==> src/rtl/usb_tx_pkt_ctrl.sv <==
// USB tx packet controller: feeds SYNC, PID and payload bytes to the serializer and enforces the
// inter-packet gap. Define USB_TXC_WDOG_EN to build in the WAIT_END watchdog.
module usb_tx_pkt_ctrl #(
  parameter int unsigned IPG_CYCLES  = 8,
  parameter int unsigned WDOG_CYCLES = 256
) (
  input  logic       clock,
  input  logic       reset,
  input  logic       pkt_req,
  input  logic [1:0] pkt_type,
  input  logic [3:0] pkt_pid,
  input  logic       pl_valid,
  input  logic [7:0] pl_data,
  input  logic       pl_last,
  output logic       pl_ready,
  output logic       pkt_ack,
  output logic       pkt_done,
  output logic       pkt_err,
  output logic       busy,
  output logic       SYN_GEN_LD,
  output logic       TX_LOAD,
  output logic       CRC_16,
  output logic       TX_LAST_BYTE,
  output logic [7:0] tx_data,
  input  logic       TX_READY_LD,
  input  logic       T_lastbit
);

  localparam logic [1:0] TypeHs   = 2'd0;
  localparam logic [1:0] TypeTok  = 2'd1;
  localparam logic [1:0] TypeData = 2'd2;
  localparam logic [1:0] TypeRsvd = 2'd3;

`ifdef USB_TXC_WDOG_EN
  localparam int unsigned CntMax = (IPG_CYCLES > WDOG_CYCLES) ? IPG_CYCLES : WDOG_CYCLES;
`else
  localparam int unsigned CntMax = IPG_CYCLES;
  // WDOG_CYCLES only sizes the watchdog, which is not built here.
  if (WDOG_CYCLES == 0) begin : g_wdog_unused
  end
`endif
  localparam int unsigned CntW = (CntMax > 1) ? $clog2(CntMax) : 1;

  typedef enum logic [2:0] {StIdle, StSync, StPid, StPayload, StWaitEnd, StGap} state_e;

  state_e          state_q, state_d;
  logic [1:0]      type_q, type_d;
  logic [3:0]      pid_q, pid_d;
  logic            ack_q, ack_d, done_q, done_d, err_q, err_d;
  logic            reject_q, reject_d;
  logic            second_q, second_d;
  logic [CntW-1:0] cnt_q, cnt_d;
  logic            hold_valid_q, hold_last_q, got_last_q;
  logic [7:0]      hold_data_q;
  logic            consume, pl_accept;

  always_comb begin
    state_d  = state_q;
    type_d   = type_q;
    pid_d    = pid_q;
    ack_d    = 1'b0;
    done_d   = 1'b0;
    err_d    = 1'b0;
    reject_d = reject_q && pkt_req;
    second_d = second_q;
    consume  = 1'b0;
    case (state_q)
      StIdle: begin
        // A reserved request flags once, then is ignored until the requester lets go.
        if (pkt_req && !reject_q) begin
          if (pkt_type == TypeRsvd) begin
            err_d    = 1'b1;
            reject_d = 1'b1;
          end else begin
            ack_d    = 1'b1;
            type_d   = pkt_type;
            pid_d    = pkt_pid;
            second_d = 1'b0;
            state_d  = StSync;
          end
        end
      end
      StSync: if (TX_READY_LD) state_d = StPid;
      StPid: if (TX_READY_LD) state_d = (type_q == TypeHs) ? StWaitEnd : StPayload;
      StPayload: begin
        if (TX_READY_LD) begin
          // Tokens carry exactly two bytes: last must be clear on byte 0 and set on byte 1.
          if (!hold_valid_q || (type_q == TypeTok && hold_last_q != second_q)) begin
            err_d   = 1'b1;
            state_d = StGap;
          end else begin
            consume  = 1'b1;
            second_d = 1'b1;
            if (hold_last_q) state_d = StWaitEnd;
          end
        end
      end
      StWaitEnd: begin
        if (T_lastbit) begin
          done_d  = 1'b1;
          state_d = StGap;
        end
`ifdef USB_TXC_WDOG_EN
        else if (cnt_q == CntW'(WDOG_CYCLES - 1)) begin
          err_d   = 1'b1;
          state_d = StGap;
        end
`endif
      end
      StGap: if (cnt_q == CntW'(IPG_CYCLES - 1)) state_d = StIdle;
      default: state_d = StIdle;
    endcase
  end

  always_comb begin
    cnt_d = '0;
`ifdef USB_TXC_WDOG_EN
    if (state_d == state_q && (state_q == StGap || state_q == StWaitEnd)) cnt_d = cnt_q + 1'b1;
`else
    if (state_d == state_q && state_q == StGap) cnt_d = cnt_q + 1'b1;
`endif
  end

  // Refill is allowed in the cycle the held byte is consumed, so back-to-back bytes see no bubble.
  assign pl_ready  = (state_q == StPayload || (state_q == StPid && type_q != TypeHs)) &&
                     !got_last_q && (!hold_valid_q || consume);
  assign pl_accept = pl_valid && pl_ready;

  always_ff @(posedge clock or negedge reset) begin
    if (!reset) begin
      state_q  <= StIdle;
      type_q   <= TypeHs;
      pid_q    <= 4'h0;
      ack_q    <= 1'b0;
      done_q   <= 1'b0;
      err_q    <= 1'b0;
      reject_q <= 1'b0;
      second_q <= 1'b0;
      cnt_q    <= '0;
    end else begin
      state_q  <= state_d;
      type_q   <= type_d;
      pid_q    <= pid_d;
      ack_q    <= ack_d;
      done_q   <= done_d;
      err_q    <= err_d;
      reject_q <= reject_d;
      second_q <= second_d;
      cnt_q    <= cnt_d;
    end
  end

  always_ff @(posedge clock or negedge reset) begin
    if (!reset) begin
      hold_valid_q <= 1'b0;
      hold_last_q  <= 1'b0;
      hold_data_q  <= 8'h00;
      got_last_q   <= 1'b0;
    end else if (state_q == StIdle || state_q == StGap) begin
      hold_valid_q <= 1'b0;
      hold_last_q  <= 1'b0;
      got_last_q   <= 1'b0;
    end else if (pl_accept) begin
      hold_valid_q <= 1'b1;
      hold_data_q  <= pl_data;
      hold_last_q  <= pl_last;
      if (pl_last) got_last_q <= 1'b1;
    end else if (consume) begin
      hold_valid_q <= 1'b0;
    end
  end

  always_comb begin
    SYN_GEN_LD   = 1'b0;
    TX_LOAD      = 1'b0;
    TX_LAST_BYTE = 1'b0;
    tx_data      = 8'h00;
    case (state_q)
      StSync: begin
        SYN_GEN_LD = 1'b1;
        TX_LOAD    = 1'b1;
        tx_data    = 8'h80;
      end
      StPid: begin
        TX_LOAD      = 1'b1;
        TX_LAST_BYTE = (type_q == TypeHs);
        tx_data      = {~pid_q, pid_q};
      end
      StPayload: begin
        TX_LOAD      = 1'b1;
        TX_LAST_BYTE = hold_valid_q && hold_last_q;
        tx_data      = hold_data_q;
      end
      StWaitEnd: TX_LAST_BYTE = 1'b1;
      default: ;
    endcase
  end

  assign CRC_16   = (type_q == TypeData) &&
                    (state_q == StPid || state_q == StPayload || state_q == StWaitEnd);
  assign busy     = (state_q != StIdle);
  assign pkt_ack  = ack_q;
  assign pkt_done = done_q;
  assign pkt_err  = err_q;

endmodule

==> config.mk <==
export PLATFORM = sky130hd
export DESIGN_NAME = usb_tx_pkt_ctrl
export DESIGN_NICKNAME = d
export VERILOG_FILES = /design/src/rtl/usb_tx_pkt_ctrl.sv
export SDC_FILE = /design/constraint.sdc
export NUM_CORES = 1
export LEC_CHECK = 0
export ABC_AREA = 1
export CORE_ASPECT_RATIO = 1.1
export CORE_MARGIN = 2
export CORE_UTILIZATION = 51
export DETAILED_ROUTE_END_ITERATION = 8
export DONT_BUFFER_PORTS = 1
export PLACE_DENSITY = 0.69
export SYNTH_ARGS = -nofsm -noshare
export SYNTH_HDL_FRONTEND = slang
export SYNTH_SLANG_ARGS = --single-unit
export TNS_END_PERCENT = 5
==> constraint.sdc <==
create_clock -name clock -period 2.5 [get_ports clock]
set_input_delay 0.5 -clock clock [delete_from_list [all_inputs] [get_ports clock]]
set_output_delay 0.5 -clock clock [all_outputs]
set_load 0.02 [all_outputs]
==> run_results.csv <==
group,metric,value,unit
global_route,antenna_found_initial,0,
floorplanning,die_h,59.2,microns
synthesis,synthCells,175,
synthesis,avgSynthCellArea,8.08,sq um
clock_network,path_clk_slew,0.14,ns
power,power_density,1170,nW/um^2
floorplanning,coreArea,2700,sq um
cells_and_area,nFillCells,261,
global_route,track_usage,0.207,
cells_and_area,layout_commonest_cell,"nand2_1",
detailed_routing,vias_per_cell,5.57,
synthesis,synth_cell_types,22,
cells_and_area,nNetsFinal,204,
global_route,overflow,0,
synthesis,synth_nets,198,
detailed_routing,antenna_left,0,
setup_path,critPathKind,"flop to primary output",
cells_and_area,area_growth,8.05,%
timing,grt_setup_unrepaired,"false",
cells_and_area,n_antenna_cell,0,
detailed_routing,drcViolationCount,0,
flow_run,max_cap_violations,0,
timing,fin_tns_setup,0,ns
setup_path,critPathArrivalTime,1.82,ns
timing,clock_skew,0.00294,ns
cells_and_area,layout-drive-gt1-share,0.0889,
clock_network,clkLatencyLatePin,0.33,ns
timing,period_needed,2.32,ns
run_status,status,"complete, no violations",
placed_design,gp_congestion,0.923,
synthesis,yosysSeqAreaShare,0.496,
power,finalPower,1.79,mW
setup_path,start_kind,"flop",
power,leakage,0.795,nW
timing,final-hold-violation-count,0,
setup_path,cp.required,2.00,ns
setup_path,cp-end-kind,"primary output",
synthesis,yosys_register_bits,28,
setup_path,worstPathMaxFanout,12,
power,max-vdd-ir-drop,0.000586,V
global_route,grt_pass1_vias,1086,
detailed_routing,wire_per_inst,14.3,microns
floorplanning,dieWidth,54.2,microns
timing,max_freq,0.432,GHz
placed_design,io_buffers,0,
floorplanning,initial_utilization,0.523,
clock_network,cts_max_level,1,
timing,slew_violations,0,
clock_network,cts_buffers,3,
timing,setup_viol,0,
floorplanning,dieArea,3210,sq um
timing,slew_headroom,0.571,
cells_and_area,final_cell_mix,"53 x nand2_1, 28 x dfrtp_1, 21 x inv_1",
floorplanning,num_rows,20,
detailed_routing,first_pass_iters,4,
clock_network,root_buffer,"clkbuf_4",
global_route,grt_max_degree,29,
timing,worst_pin_slew,0.639,ns
clock_network,clock-sinks,28,
clock_network,cts_buffer_depth,2,
synthesis,syn_area,1410,sq um
worst_hold_path,holdCritPathClass,"input port to flop",
timing,post-route-period-util,0.927,
detailed_routing,wirelength,3040,microns
global_route,grt_pass1_wl,4740,microns
detailed_routing,routed-via-count,1187,
detailed_routing,dr.first_iter.drc_count,38,
clock_network,cts_tree,"done",
placed_design,dp_hpwl,2260,microns
floorplanning,ios,38,
synthesis,yosysWarnings,0,
==> state kept, by name, summed over array words and instances (netlist names), 2 cells and up <==
register / count
cnt_q: 3
pid_q: 4
state_q: 3
type_q: 2
hold_data_q: 8
==> stage by stage <==
stage               instances  hold slack (ns)   util  setup slack, ns  cell area [sq um]
global placement          207            0.205  0.540            0.468               1460
finish                    213            0.280  0.565            0.183               1530
detailed placement        207            0.205  0.540            0.386               1460
CTS                       213            0.272  0.565            0.180               1530
global route              213            0.274  0.565          0.00907               1530
floorplan                 175            0.204      -            0.667               1410
==> area by class of cell <==
| cell class | count | area [sq um] | share of cell area |
|---|---|---|---|
| Tap cell | 33 | 41.3 | 0.0270 |
| Multi-Input combinational cell | 119 | 596 | 0.390 |
| Inverter | 21 | 78.8 | 0.0516 |
| Timing Repair Buffer | 8 | 75.1 | 0.0491 |
| Sequential cell | 28 | 701 | 0.459 |
| Clock buffer | 4 | 36.3 | 0.0238 |
==> layer usage <==
metal  up-vias  global-route usage  wire [microns]
li1        586                   -               -
met1       549               0.256            1300
met2        45               0.344            1500
met3         7              0.0328             161
met4         0               0.100              69
met5         -                   0               0
==> cells in the mapped netlist <==
master    count  area share
o21bai_2      1      0.0080
nor2_1       12       0.032
buf_2         3       0.011
inv_1        21       0.056
o21ai_0      14       0.050
nor3_2        1      0.0071
clkbuf_1      1      0.0027
a21oi_1       5       0.018
nand4_1      11       0.049
nand2_1      53        0.14
nor2_4        1      0.0080
a21boi_0      1      0.0053
nand3_1       8       0.028
ha_1          2       0.018
dfrtp_1      28        0.50
buf_4         3       0.016
nor3b_1       1      0.0053
and2_1        1      0.0044
o221ai_1      1      0.0062
nand3_2       1      0.0071
a31oi_1       2      0.0088
a22o_1        4       0.025
==> kinds of logic after synthesis <==
logic type / count (synthesis) / synth area share
buffers and inverters: 28 / 0.0850
and+or+nand+nor: 89 / 0.281
adders and majority gates: 2 / 0.0177
DFF: 28 / 0.496
AOI/OAI and AO/OA: 28 / 0.120
==> critical path, stage by stage (launching register included) <==
cell     delay, ns
dfrtp_1       0.49
nor2_4        0.18
nand2_1       0.10
inv_1         0.31
a31oi_1       0.12
o21ai_0       0.11
buf_4         0.18
==> power breakdown <==
group	switching, mW	internal, mW	total [mW]
logic	0.569	0.252	0.821
clock network	0.130	0.0892	0.219
registers	0.141	0.611	0.752
==> final timing paths <==
path	from	to	slack [ns]	cells after the start
setup / recovery	state_q[2]	TX_LAST_BYTE	0.18	6
hold / removal	T_lastbit	pkt_done	0.28	2
setup reg to reg	state_q[0]	pid_q[2]	0.50	6
hold reg to reg	cnt_q[0]	cnt_q[0]	0.46	1
max in group asynchronous	reset	pkt_done	1.76	2
min in group asynchronous	reset	cnt_q[2]	0.58	2
==> timing repair <==
action,in CTS,in global routing
buffers inserted,0,0
endpoints found under the setup margin,1,0
endpoints found under the hold margin,28,0
gates resized for setup,1,0
hold buffers,2,0
Power figures use the tool's default switching activity.
